$ cat config.mk
export PLATFORM = sky130hd
export DESIGN_NAME = instr_decode
export DESIGN_NICKNAME = d
export VERILOG_FILES = /design/src/rtl/instr_decode.sv
export SDC_FILE = /design/constraint.sdc
export NUM_CORES = 1
export LEC_CHECK = 0
export ABC_AREA = 0
export BUFFER_PORTS_ARGS = -buffer_cell sky130_fd_sc_hd__buf_2
export CORE_UTILIZATION = 54
export CTS_CLUSTER_DIAMETER = 50
export CTS_CLUSTER_SIZE = 10
export DETAILED_ROUTE_END_ITERATION = 8
export PLACE_DENSITY = 0.8
export SLEW_MARGIN = 10
export SYNTH_ARGS = -nofsm -noshare
export SYNTH_HDL_FRONTEND = slang
export SYNTH_SLANG_ARGS = --single-unit
$ cat constraint.sdc
create_clock -name clk -period 4.4 [get_ports clk]
set_clock_uncertainty 0.05 [all_clocks]
set_input_delay 0.88 -clock clk [delete_from_list [all_inputs] [get_ports clk]]
set_output_delay 0.88 -clock clk [all_outputs]
set_load 0.05 [all_outputs]
$ cat src/rtl/instr_decode.sv
// Decode stage: decodes fetched words at push time into a 2-entry FIFO of
// decoded bundles, and presents the head entry downstream.
module instr_decode (
    input  logic        clk,
    input  logic        rst_n,
    input  logic        in_valid,
    output logic        in_ready,
    input  logic [31:0] instr,
    input  logic [31:0] pc,
    input  logic        flush,
    output logic        out_valid,
    input  logic        out_ready,
    output logic [5:0]  alu_op,
    output logic [4:0]  rs_idx,
    output logic [4:0]  rt_idx,
    output logic [4:0]  wr_idx,
    output logic [15:0] imm16,
    output logic [25:0] target,
    output logic        reg_we,
    output logic        is_jump,
    output logic        illegal,
    output logic [31:0] pc_out,
    output logic [15:0] illegal_count
);

    typedef struct packed {
        logic [5:0]  alu_op;
        logic [4:0]  rs;
        logic [4:0]  rt;
        logic [4:0]  wr;
        logic [15:0] imm16;
        logic [25:0] target;
        logic        reg_we;
        logic        is_jump;
        logic        illegal;
        logic [31:0] pc;
    } entry_t;

    function automatic entry_t decode(input logic [31:0] ins, input logic [31:0] pc_i);
        entry_t e;
        e.alu_op  = 6'h3F;
        e.rs      = ins[25:21];
        e.rt      = ins[20:16];
        e.wr      = 5'd0;
        e.imm16   = ins[15:0];
        e.target  = ins[25:0];
        e.reg_we  = 1'b0;
        e.is_jump = 1'b0;
        e.illegal = 1'b1;
        e.pc      = pc_i;
        case (ins[31:26])
            6'h00: begin
                case (ins[5:0])
                    6'h20:   begin e.alu_op = 6'h00; e.illegal = 1'b0; e.wr = ins[15:11]; end
                    6'h22:   begin e.alu_op = 6'h01; e.illegal = 1'b0; e.wr = ins[15:11]; end
                    6'h24:   begin e.alu_op = 6'h02; e.illegal = 1'b0; e.wr = ins[15:11]; end
                    6'h25:   begin e.alu_op = 6'h03; e.illegal = 1'b0; e.wr = ins[15:11]; end
                    6'h26:   begin e.alu_op = 6'h04; e.illegal = 1'b0; e.wr = ins[15:11]; end
                    default: e.illegal = 1'b1;
                endcase
            end
            6'h08:   begin e.alu_op = 6'h10; e.illegal = 1'b0; e.wr = ins[20:16]; end
            6'h02:   begin e.alu_op = 6'h00; e.illegal = 1'b0; e.is_jump = 1'b1; end
            default: e.illegal = 1'b1;
        endcase
        // Writes to r0 are architecturally void, so never raise the write enable.
        e.reg_we = !e.illegal && !e.is_jump && (e.wr != 5'd0);
        return e;
    endfunction

    entry_t     mem_r [2];
    logic       wptr_r;
    logic       rptr_r;
    logic [1:0] count_r;
    logic [15:0] icnt_r;
    entry_t     dec_s;
    entry_t     head_s;
    logic       push_s;
    logic       pop_s;

    assign dec_s     = decode(instr, pc);
    assign in_ready  = (count_r < 2'd2);
    assign out_valid = (count_r != 2'd0);
    assign push_s    = in_valid && in_ready;
    assign pop_s     = out_valid && out_ready;
    assign illegal_count = icnt_r;

    // FIFO storage, pointers and occupancy; flush beats push and pop.
    always_ff @(posedge clk) begin
        if (!rst_n) begin
            mem_r[0] <= '0;
            mem_r[1] <= '0;
            wptr_r   <= 1'b0;
            rptr_r   <= 1'b0;
            count_r  <= 2'd0;
        end else if (flush) begin
            wptr_r   <= 1'b0;
            rptr_r   <= 1'b0;
            count_r  <= 2'd0;
        end else begin
            if (push_s) begin
                mem_r[wptr_r] <= dec_s;
                wptr_r        <= ~wptr_r;
            end
            if (pop_s) begin
                rptr_r <= ~rptr_r;
            end
            case ({push_s, pop_s})
                2'b10:   count_r <= count_r + 2'd1;
                2'b01:   count_r <= count_r - 2'd1;
                default: count_r <= count_r;
            endcase
        end
    end

    // Saturating count of illegal words that actually entered the FIFO.
    always_ff @(posedge clk) begin
        if (!rst_n) begin
            icnt_r <= 16'd0;
        end else if (push_s && !flush && dec_s.illegal && (icnt_r != 16'hFFFF)) begin
            icnt_r <= icnt_r + 16'd1;
        end else begin
            icnt_r <= icnt_r;
        end
    end

    assign head_s = mem_r[rptr_r];

    // Present the head entry, forced to zero whenever nothing is valid.
    always_comb begin
        alu_op  = 6'h00;
        rs_idx  = 5'd0;
        rt_idx  = 5'd0;
        wr_idx  = 5'd0;
        imm16   = 16'h0000;
        target  = 26'h0;
        reg_we  = 1'b0;
        is_jump = 1'b0;
        illegal = 1'b0;
        pc_out  = 32'h0;
        if (out_valid) begin
            alu_op  = head_s.alu_op;
            rs_idx  = head_s.rs;
            rt_idx  = head_s.rt;
            wr_idx  = head_s.wr;
            imm16   = head_s.imm16;
            target  = head_s.target;
            reg_we  = head_s.reg_we;
            is_jump = head_s.is_jump;
            illegal = head_s.illegal;
            pc_out  = head_s.pc;
        end else begin
            pc_out  = 32'h0;
        end
    end

endmodule
==> run metrics <==
RR Endpoint mem_r[1][16]; leakage 3.715 nW; Seq cells post-synth 163; Final period util 73.47%; Final Power 3.768 mW; count of buffers from port buffering ~180; Setup Viol. Count Final 0; multi-input logic area between 2000 and 3000 um2; Worst R2R Start count_r[1]; critical path capture point type output pin; DRC viols 0; unrepaired setup endpoints after global routing no; Post-DP Area 8579 um2; TritonCTS clock tree built; drt initial violations 421; hold slack 0.4551 ns; R2R depth 4; Netlist Area Pre-Place between 7000 and 8000 um2; 1st-pass router iterations 5; die outline width 121.3 um; syn_area_per_cell 11.97 um2; Slew Limit Fails 0; Rows 43; clock power share 42.2%; status finished clean; gr ovfl total 0; slowest stage delay, CP approximately 0.86 ns; Post-DRT Antenna Nets 0; Slew headroom 29.23%; wire per inst 16.25 um; Total GRT Usage 22.40%; critical path cell sequence buf_4 -> mux2i_1 -> nor2_1 -> buf_2; Synth area leaders edfxtp_1 55%, and2_1 9.4%, mux2i_1 9.2%; Switching Share 24.06%; final setup TNS 0 ns; Post-synth EDFFs 142; Mapped Cells around 640; Post-CTS Setup Repair Bufs 0; CTS Hold Bufs 0; commonest non-fill, non-tap cell in the layout buf_2; Initial Util 55.38%; clk root buf clkbuf_16; Worst Hold Path EP illegal_count[1]; commonest cells after routing, fill and taps aside 184 x buf_2, 142 x edfxtp_1, 115 x and2_1; FMAX ~310 MHz; CORE AREA between 10000 and 15000 um2; Worst path top cell family by delay flip-flops; initial antenna violation count 0; Slew @ Worst Pin ~1.1 ns; total CTS buffers 17; Crit path buffers/inverters 2; largest net degree at the start of global routing a little over 70; startpoint types register; final instance area 9220 um2; Die H 121.3 um; Crit-path slowest cell dfxtp_4; critical-path maximum fanout 44; Die ar. 14720 um2; ant diodes 0; clock buffer depth 2; post-synthesis net count between 700 and 800; htree depth 4; prevailing post-synth register cell edfxtp_1; switching pwr approximately 0.9 mW; vias in the first global route 5208; Final Hold Vio Count 0; internal power 2.861 mW; post-synth top area share 55.47%; top-level I/O count roughly 190; synth warn 0; Hold WC Path Type reg2reg; hold depth 2; Final Critical Period roughly 3.2 ns; P&R area growth vs syn 19.94%; Fill cells 1035; CP Depth 4; Power Dens Cells 408.6 nW/um2; Async SR Flop Fraction 0%; Distinct cells, synth 46; hpwl dp 10190 um; Worst Path Arrival 2.30 ns; combinational power share 10.6%; CTS sink count 163; biggest area consumer among synthesized cells edfxtp_1; layout cells sized above 1 29.55%; clock slew at reported path FFs approximately 0.06 ns; Storage cell area 4688 um2; Total Wirelength approximately 16000 um; WP data required 3.47 ns; reg-to-reg slack, setup roughly 1.7 ns; CP Class reg2out; first-pass GRT wire length around 25000 um; Peak supply drop between 200 and 250 uV; Flop pwr share 47.3%; maxcap violations 0; post-cts resize count 0; DR vias 5290; clk_lat worst skew 0.42 ns; Hold Crit Start illegal_count[1]; vias per inst 5.387; fin nets 860; sequential area share after synthesis 60.94%; GPL Wtd Cong 0.8446
-- state kept, by name (all words and copies together) (netlist names), named ones only --
register and count:
wptr_r 1, rptr_r 1, illegal_count 16, count_r 2, mem_r 142
-- cell families (layout without fill, tap and decap cells) --
family,count (synthesis),count (layout),share of synthesized area [%]
DFF,163,163,60.94
buffers and inverters,68,228,4.834
adders and majority gates,2,2,0.3255
and+or+nand+nor,293,293,20.28
xor gates and xnor gates,9,9,1.025
muxes,71,71,9.245
AOI/OAI and AO/OA,36,36,3.353
-- layout make-up --
type | count | share of cell area, %
Tap cell | 180 | 2.443
Clock buffer | 18 | 4.655
Inverter | 8 | 0.3257
Multi-Input combinational cell | 411 | 28.85
Clock inverter | 14 | 2.293
Timing Repair Buffer | 188 | 10.58
Sequential cell | 163 | 50.85
-- synth_stat cells (4+ instances only) --
cell	n
nor2_1	113
dfxtp_1	21
a41oi_1	6
xor2_1	4
a21oi_1	9
nand4_1	4
buf_1	4
clkbuf_1	24
and3_1	5
and2_1	115
inv_1	8
o21ai_0	10
xnor2_1	5
buf_4	28
and2_2	4
or3_1	8
edfxtp_1	142
nand2_1	12
mux2i_1	71
nand3_1	13
-- power groups by stage --
stage | Combinational (mW) | Clock [mW] | Sequential (mW)
after global routing | 0.425 | 1.67 | 1.79
final | 0.398 | 1.59 | 1.78
after floorplan | 0.290 | 0 | 1.81
after CTS | 0.401 | 1.61 | 1.78
after detailed placement | 0.399 | 0 | 1.81
after global placement | 0.393 | 0 | 1.81
-- through the flow --
step,instances,util (%),worst slack (ns)
after floorplan,642,-,0.6625
after global placement,950,61.81,1.228
after detailed placement,950,61.81,1.116
after CTS,982,66.42,1.113
after global routing,982,66.42,1.037
final,982,66.42,1.168
-- tightest hold or removal path, delay by kind of cell (launching register included) --
| kind | cells | cell delay, ns |
|---|---|---|
| AOI/OAI and AO/OA | 1 | 0.06 |
| DFF | 1 | 0.33 |
| and+or+nand+nor | 1 | 0.06 |
-- metal layers --
| layer | track usage, % | vias to the layer above | part of all wire (%) |
|---|---|---|---|
| met4 | 10.42 | 0 | 2.0 |
| met5 | 0 | - | 0 |
| li1 | - | 2517 | - |
| met3 | 4.511 | 26 | 5.6 |
| met1 | 26.10 | 2555 | 41 |
| met2 | 39.45 | 192 | 51 |
-- worst max-delay path by stage --
stage          slack [ns]            to
2_1_floorplan        0.66   mem_r[0][0]
3_3_place_gp         1.23  mem_r[0][11]
3_5_place_dp         1.12   mem_r[0][5]
4_1_cts              1.11       is_jump
5_1_grt              1.04      imm16[0]
6_report             1.17     target[4]
No activity file was read; power rests on OpenSTA's default activity.
